File: src/rtl/vwb_drain_if.sv
// vwb_drain_if: result-vector handoff from execute and element write port toward the register file
interface vwb_drain_if;
  logic         in_valid;
  logic         in_ready;
  logic [3:0]   in_vreg;
  logic [4:0]   in_len;
  logic [255:0] in_data;
  logic         wEn;
  logic [3:0]   wAddr;
  logic [3:0]   wInd;
  logic [15:0]  wData;
  logic         done;
  logic [3:0]   done_vreg;
  logic         busy;
  modport slave (
    input  in_valid, in_vreg, in_len, in_data,
    output in_ready, wEn, wAddr, wInd, wData, done, done_vreg, busy
  );
  modport master (
    output in_valid, in_vreg, in_len, in_data,
    input  in_ready, wEn, wAddr, wInd, wData, done, done_vreg, busy
  );
endinterface

File: src/rtl/vwb_drain.sv
// vwb_drain: buffers result vectors in a small FIFO and writes them into the register file one element per cycle
module vwb_drain #(
  parameter int DEPTH = 2
) (
  input  logic         clk,
  input  logic         rst_n,
  vwb_drain_if.slave   bus
);
  localparam int AW = $clog2(DEPTH);
  typedef enum logic {IDLE, DRAIN} state_t;
  state_t        st;
  logic [AW-1:0] head, tail;
  logic [AW:0]   count;
  logic [3:0]    idx;
  logic [3:0]    vregQ [DEPTH];
  logic [4:0]    lenQ  [DEPTH];
  logic [255:0]  dataQ [DEPTH];
  logic          push, pop, last, drain;
  logic [4:0]    hLen;
  assign hLen  = lenQ[head];
  assign drain = st == DRAIN;
  assign last  = {1'b0, idx} == hLen - 5'd1;
  assign push  = bus.in_valid && bus.in_ready;
  // a zero-length entry retires in its first cycle without touching the write port
  assign pop   = drain && (hLen == 5'd0 || last);
  assign bus.in_ready  = count < (AW+1)'(DEPTH);
  assign bus.busy      = count != '0;
  assign bus.wEn       = drain && hLen != 5'd0;
  assign bus.wAddr     = bus.wEn ? vregQ[head] : 4'd0;
  assign bus.wInd      = bus.wEn ? idx : 4'd0;
  assign bus.wData     = bus.wEn ? dataQ[head][{idx, 4'b0000} +: 16] : 16'd0;
  assign bus.done      = pop;
  assign bus.done_vreg = pop ? vregQ[head] : 4'd0;
  always_ff @(posedge clk)
    if (push) begin
      vregQ[tail] <= bus.in_vreg;
      lenQ[tail]  <= bus.in_len > 5'd16 ? 5'd16 : bus.in_len;
      dataQ[tail] <= bus.in_data;
    end
  always_ff @(posedge clk or negedge rst_n)
    if (!rst_n) begin
      st    <= IDLE;
      head  <= '0;
      tail  <= '0;
      count <= '0;
      idx   <= '0;
    end else begin
      if (push) tail <= tail + 1'b1;
      if (pop) head <= head + 1'b1;
      count <= count + (AW+1)'(push) - (AW+1)'(pop);
      idx   <= pop ? 4'd0 : bus.wEn ? idx + 4'd1 : idx;
      st    <= st == IDLE ? (push ? DRAIN : IDLE)
                          : (pop && !push && count == (AW+1)'(1) ? IDLE : DRAIN);
    end
endmodule

File: src/flat_wrapper.sv
// flat-port wrapper written by rule: the top's interface ports become plain ports
module vwb_drain_flat 
#(
  parameter int DEPTH = 2
)
  (clk, rst_n, bus_in_valid, bus_in_vreg, bus_in_len, bus_in_data, bus_in_ready, bus_wEn, bus_wAddr, bus_wInd, bus_wData, bus_done, bus_done_vreg, bus_busy);
  vwb_drain_if bus_i ();
  input  logic clk;
  input  logic rst_n;
  input wire logic [$bits(bus_i.in_valid)-1:0] bus_in_valid;
  input wire logic [$bits(bus_i.in_vreg)-1:0] bus_in_vreg;
  input wire logic [$bits(bus_i.in_len)-1:0] bus_in_len;
  input wire logic [$bits(bus_i.in_data)-1:0] bus_in_data;
  output wire logic [$bits(bus_i.in_ready)-1:0] bus_in_ready;
  output wire logic [$bits(bus_i.wEn)-1:0] bus_wEn;
  output wire logic [$bits(bus_i.wAddr)-1:0] bus_wAddr;
  output wire logic [$bits(bus_i.wInd)-1:0] bus_wInd;
  output wire logic [$bits(bus_i.wData)-1:0] bus_wData;
  output wire logic [$bits(bus_i.done)-1:0] bus_done;
  output wire logic [$bits(bus_i.done_vreg)-1:0] bus_done_vreg;
  output wire logic [$bits(bus_i.busy)-1:0] bus_busy;
  assign bus_i.in_valid = bus_in_valid;
  assign bus_i.in_vreg = bus_in_vreg;
  assign bus_i.in_len = bus_in_len;
  assign bus_i.in_data = bus_in_data;
  assign bus_in_ready = bus_i.in_ready;
  assign bus_wEn = bus_i.wEn;
  assign bus_wAddr = bus_i.wAddr;
  assign bus_wInd = bus_i.wInd;
  assign bus_wData = bus_i.wData;
  assign bus_done = bus_i.done;
  assign bus_done_vreg = bus_i.done_vreg;
  assign bus_busy = bus_i.busy;
  vwb_drain #(.DEPTH(DEPTH)) u_core (.clk(clk), .rst_n(rst_n), .bus(bus_i));
endmodule
File: config.mk
export PLATFORM = sky130hd
export DESIGN_NAME = vwb_drain_flat
export DESIGN_NICKNAME = d
export VERILOG_FILES = /design/src/rtl/vwb_drain_if.sv /design/src/rtl/vwb_drain.sv /design/src/flat_wrapper.sv
export SDC_FILE = /design/constraint.sdc
export NUM_CORES = 1
export LEC_CHECK = 0
export CORE_UTILIZATION = 30
export CTS_CLUSTER_SIZE = 25
export DETAILED_ROUTE_END_ITERATION = 7
export SYNTH_ARGS = -nofsm -noshare
export SYNTH_HDL_FRONTEND = slang
export SYNTH_SLANG_ARGS = --single-unit
File: constraint.sdc
create_clock -name clk -period 12.11 [get_ports clk]
set_input_delay 3.0275 -clock clk [delete_from_list [all_inputs] [get_ports clk]]
set_output_delay 3.0275 -clock clk [all_outputs]
set_load 0.01 [all_outputs]
; Yosys cells after proc, flatten, opt, wreduce, memory -nomap -nowiden
; Memory sizes are Yosys's and may differ from the RTL's.
; Index checks and enable logic that the tools add are counted.
[totals]
memories = 3
output_inout_bits = 32
input_bits = 268
reg_bits = 9
ramBits = 530
[op_classes]
muxes = 11
n_shift = 1
eq_ne = 2
reduce_logical = 11
n_lt_le_gt_ge = 2
addsub = 6
[memory_table]
columns = memory, depth, word_bits, rd, rd_clocked_by_memory_dff, wr, line
row1 = u_core.dataQ, 2, 256, 1, 0, 1, vwb_drain.sv:17  ; logic [255:0] dataQ [DEPTH];
row2 = u_core.lenQ, 2, 5, 1, 0, 1, vwb_drain.sv:16  ; logic [4:0] lenQ [DEPTH];
row3 = u_core.vregQ, 2, 4, 1, 0, 1, vwb_drain.sv:15  ; logic [3:0] vregQ [DEPTH];
[op_table]
columns = cell, n
row1 = 256-bit by 9-bit indexed part select with 16-bit output, 1
row2 = 4-bit 2-to-1 mux, 5
row3 = 16-bit 2-to-1 mux, 1
row4 = 4-bit by 5-bit equality test with 1-bit output, 1
row5 = 5-bit greater-than comparator (second input constant), 1
row6 = 1-bit logical AND, 5
row7 = 5-bit logical NOT, 1
row8 = 5-bit 2-to-1 mux, 1
row9 = 5-bit nonzero test, 1
row10 = 5-bit by 1-bit subtractor with 5-bit output (second input constant), 1
row11 = 4-bit by 1-bit adder with 4-bit output (second input constant), 1
row12 = 1-bit 2-to-1 mux, 4
row13 = 2-bit nonzero test, 2
row14 = 1-bit adder (second input constant), 2
row15 = 2-bit by 1-bit adder with 2-bit output, 1
row16 = 2-bit by 1-bit equality test with 1-bit output (second input constant), 1
row17 = 2-bit < comparator (second input constant), 1
row18 = 2-bit by 1-bit subtractor with 2-bit output, 1
row19 = 1-bit logical NOT, 1
row20 = 1-bit logical OR, 1

; Depth between registers and ports, before layout
; An unclocked memory read counts as a cell.
[depth]
word_depth = 9
ltp_mapped = 15

; Worst setup path after synthesis
; No wires, ideal clock.
[synth_path]
path_type = input port to flip-flop
startpoint = in bus_in_valid
endpoint = mem u_core.dataQ[0][0] (enable)
setup_slack_ps = -3750
setup_ps = 928
path_stages = 2
n_path_buf = 0
arrival_ps = 14932
t_required_ps = 11182
cell_sequence = nor2b_1 nor2b_1
[synth_via]
elab_chain_cells = 3
[synth_rtl]
columns = element, line
row1 = "start, declared", flat_wrapper.sv:10  ; input wire logic [$bits(bus_i.in_valid)-1:0] bus_in_valid;
row2 = 1-bit logical AND, vwb_drain.sv:23  ; assign push = bus.in_valid && bus.in_ready;
row3 = 1-bit 2-to-1 mux, vwb_drain.sv:35  ; if (push) begin
row4 = 1-bit 2-to-1 mux (not written as such), vwb_drain.sv:38  ; dataQ[tail] <= bus.in_data;
row5 = "end, declared", vwb_drain.sv:17
; Every way passes these cells.

; Worst setup path in the final report
[layout_path]
startpoint = reg u_core.head
endpoint = out bus_done_vreg[2]
[layout_via]
elab_chain_cells = 6
[layout_rtl]
columns = element, line
row1 = "start, declared", vwb_drain.sv:12  ; logic [AW-1:0] head, tail;
row2 = "start signal, assigned", vwb_drain.sv:49  ; if (pop) head <= head + 1'b1;
row3 = memory read 2 x 5 bit, --
row4 = 5-bit by 1-bit subtractor with 5-bit output, vwb_drain.sv:22  ; assign last = {1'b0, idx} == hLen - 5'd1;
row5 = 4-bit by 5-bit equality test with 1-bit output, vwb_drain.sv:22
row6 = 1-bit logical OR, vwb_drain.sv:25  ; assign pop = drain && (hLen == 5'd0 || last);
row7 = 1-bit logical AND, vwb_drain.sv:25
row8 = 4-bit 2-to-1 mux *, vwb_drain.sv:33  ; assign bus.done_vreg = pop ? vregQ[head] : 4'd0;
row9 = "end, declared", flat_wrapper.sv:20  ; output wire logic [$bits(bus_i.done_vreg)-1:0] bus_done_vreg;
; Every way passes the cells marked *; elsewhere a longest branch is shown, timed or not.

==> Implementation_results.wiki <==
{| class="wikitable"
! Metric !! Value
|-
| Overall Global Routing Usage || between 10% and 20%
|-
| Dpl hpwl || 33400 um
|-
| Run status || completed
|-
| Synth area leader || edfxtp_1
|-
| Fin Hold WS || approximately 500 ps
|-
| Core region area || 68700 um^2
|-
| Setup repair after global routing missed its margin || false
|-
| Port Buffer Count || 299
|-
| Required @ worst endpoint || 9080 ps
|-
| Number of clock sinks || ~540
|-
| Clk slew on worst S/H paths || 60 ps
|-
| Min-Delay Path Depth || 1
|-
| Worst path slowest cell || dfrtp_4
|-
| Ys flop type || edfxtp_1
|-
| EDFF count, synth || 530
|-
| Critical path class || flip-flop to output port
|-
| Crit end category || output port
|-
| Gate Count Post-Synth || 894
|-
| Setup WS post-layout || 4170 ps
|-
| GR Overflow Total || 0
|-
| Reported leakage power || roughly 8.5 nW
|-
| Share of final-layout standard cells stronger than drive strength 1 || about 20%
|-
| Max H-tree Level || 2
|-
| Maximum buffer depth of the clock tree || 3
|-
| Number of max-cap violations || 0
|-
| Filler cells || 6231
|-
| Worst slew pin tran || 1020 ps
|-
| Fmax || 126 MHz
|-
| Maximum fanout along the worst path || 41
|-
| Number of slew-limit violations in the final report || 0
|-
| Start point of the worst hold path || u_core.count[1]
|-
| Count of hold buffers inserted by post-cts repair || 0
|-
| Power per cell area || approximately 240 nW/um^2
|-
| Tightest slew margin relative to the limit || 31.7%
|-
| Drt first-iter violations || 734
|-
| Period utilization || 65.6%
|-
| Synth Net Count || 1166
|-
| Row cnt || 96
|-
| Detailed-router iteration count before antenna repair || 5
|-
| Largest net degree at the start of global routing || 140
|-
| Routability congestion estimate from global placement || 0.791
|-
| Worst ir drop on vdd || 189 uV
|-
| Global-route wire length before repair || ~74000 um
|-
| Average size of a mapped cell || around 23 um^2
|-
| Sum Neg Setup Slack || 0 ps
|-
| Yosys warning count || 0
|-
| Most instantiated library cell after synthesis || edfxtp_1
|-
| Wire per inst || 23.1 um
|-
| Worst stage delay on the critical path || between 900 and 1000 ps
|-
| Sequential-to-total area share from yosys stat || a little under 80%
|-
| Register bit total from synthesis || 539
|-
| Die footprint || 70600 um^2
|-
| Final number of hold-violating endpoints || 0
|-
| Post-cts repair resize count || 0
|-
| Vias per Instance || between 4 and 5
|-
| Cell with the most instances on the worst path || nor3_1
|-
| Synth area leaders || edfxtp_1 76%, mux4_2 15%, mux2i_1 1.2%, dfrtp_1 1.1%, nor2b_1 0.69%
|-
| Clock period minus final worst setup slack || just under 8000 ps
|-
| Critical path data arrival time || a little under 5000 ps
|-
| Worst min path class || flip-flop to flip-flop
|-
| Cells on worst reg2reg path || 13
|-
| Commonest cells in the netlist || 530 x edfxtp_1, 143 x mux4_2, 25 x mux2i_1
|-
| Critical Path Start Type || flip-flop
|-
| Number of different library cells in the post-synthesis netlist || 42
|-
| Initial antenna violation count || 8
|-
| Finish-stage setup viols || 0
|-
| Pre-CTS setup slack || 4680 ps
|-
| Capture point of the worst reg-to-reg path || u_core.count[1]
|-
| Core occupancy in the finished layout || between 30% and 40%
|-
| Share of flip-flops with an asynchronous set or reset || ~1.7%
|-
| Effective utilization at floorplan || a little under a third
|-
| Vias in the first global route || 11164
|-
| Root buffer cell || clkbuf_16
|-
| Setup Fix Bufs, Post-CTS || 0
|-
| Reg-to-Reg Start || u_core.head
|-
| DR DRC count || 0
|-
| Number of buffers inserted during clock tree synthesis || 58
|-
| Horizontal extent of the die || 266 um
|-
| Min-Delay Endpoint || u_core.count[1]
|-
| Vias || 10235
|-
| Portion of synthesized cell area occupied by the leading cell type || 76.3%
|-
| Worst-skew pair later-pin latency || 600 ps
|-
| Total wire length after detailed routing || just over 50000 um
|-
| Final nets || 1489
|-
| Post-place instance area || 24900 um^2
|-
| Boundary pin count || 300
|-
| Y dimension of the die || 266 um
|-
| Summed instance area of the synthesized netlist || 20800 um^2
|-
| Antenna-violating nets left || 0
|-
| Final clock skew || 11.7 ps
|-
| TritonCTS clock tree || built
|-
| Area delta synth->final || 27.8%
|-
| Setup slack of the most critical reg-to-reg path || 7570 ps
|-
| Finished layout cell area || 26700 um^2
|-
| Series of cell instances along the critical path || buf_4 -> mux2i_1 -> ha_1 -> nor4bb_1 -> nor3_1 -> nor4_1 -> a21oi_1 -> nor3_1 -> clkdlybuf4s50_1
|}
[power breakdown]
| part | leakage (nW) | internal, W | switching [W] |
|---|---|---|---|
| Clock | 0.871 | 0.000954 | 0.000711 |
| Combinational | 2.63 | 0.000952 | 0.00108 |
| Sequential | 4.97 | 0.00246 | 0.000163 |
| Total | 8.48 | 0.00436 | 0.00195 |
[how the worst max path moves through the flow]
stage                      start            endpoint  slack, ps
finish               u_core.head    bus_done_vreg[2]       4170
global route         u_core.head    bus_done_vreg[2]       3620
CTS                  u_core.head    bus_done_vreg[2]       4010
detailed placement   u_core.head    bus_done_vreg[2]       4680
global placement     u_core.head    bus_done_vreg[0]       4800
floorplan           bus_in_valid  u_core.dataQ[0][0]       1390
[cells by family (layout without fill, tap and decap cells)]
family	Yosys count	count (layout)	synth area share (%)
buffers and inverters	56	424	1.52
AOI/OAI and AO/OA	59	59	1.96
other	0	2	0
muxes	170	170	16.8
adders and majority gates	4	4	0.240
DFF	539	539	77.4
xor gates and xnor gates	11	11	0.462
and+or+nand+nor	55	55	1.57
[final cells by class]
class                      count  area [um^2]  share of cell area, %
sequential                   539        16200                   60.6
multi-input combinational    299         4400                   16.5
timing repair buffer         312         3120                   11.7
clock buffer                  72         1530                   5.72
tap                          931         1160                   4.37
clock inverter                33          262                  0.981
inverter                       7         26.3                 0.0986
antenna                        2         5.00                 0.0188
[per-layer routing]
metal	share of wire [%]	global-route usage, %	vias up
li1	-	-	4478
met1	43	19.0	5367
met2	49	23.6	304
met3	6.2	3.37	76
met4	2.2	4.15	10
met5	0.14	0	-
[worst max-delay path, delay by kind of cell, from the launching register on]
kind | cells | cell delay (ps)
multiplexers | 1 | 330
AO/OA/AOI/OAI | 1 | 250
AND/OR/NAND/NOR | 4 | 1340
adder cells (fa/ha/maj) | 1 | 250
buffers and inverters | 2 | 1140
flip-flops | 1 | 930
[cells in the final DEF (no fill, tap or decap), types with 2 or more instances in the layout]
cell | netlist | final
nor3_1 | 5 | 5
edfxtp_1 | 530 | 530
a211oi_1 | 16 | 16
clkinv_2 | 0 | 12
a21oi_1 | 21 | 21
nor2_1 | 9 | 9
xnor2_1 | 6 | 6
clkinv_8 | 0 | 2
inv_1 | 5 | 5
clkinvlp_4 | 0 | 3
buf_12 | 1 | 2
dfrtp_4 | 0 | 3
mux2i_1 | 25 | 25
clkdlybuf4s50_1 | 0 | 299
clkinv_1 | 1 | 13
and3_1 | 3 | 3
ha_1 | 4 | 4
nand2_1 | 4 | 4
a22o_1 | 16 | 16
buf_4 | 3 | 11
diode_2 | 0 | 2
nand3_1 | 2 | 2
clkbuf_16 | 0 | 59
clkbuf_1 | 20 | 13
mux4_2 | 143 | 143
xor2_1 | 5 | 5
dfrtp_1 | 9 | 5
bufinv_16 | 0 | 3
nor2b_1 | 23 | 22
[sequential cells by signal (all words and copies together), names as in the netlist]
register      cells
u_core.vregQ      8
u_core.count      2
u_core.tail       1
u_core.idx        4
u_core.dataQ    512
u_core.drain      1
u_core.lenQ      10
u_core.head       1
[metrics by stage]
| stage | instances | power (W) |
|---|---|---|
| 2_1_floorplan | 894 | 0.00397 |
| 4_1_cts | 2193 | 0.00644 |
| 6_report | 2195 | 0.00632 |
| 3_5_place_dp | 2088 | 0.00476 |
| 5_1_grt | 2194 | 0.00662 |
| 3_3_place_gp | 2088 | 0.00474 |
(Power assumes the default switching activity.)
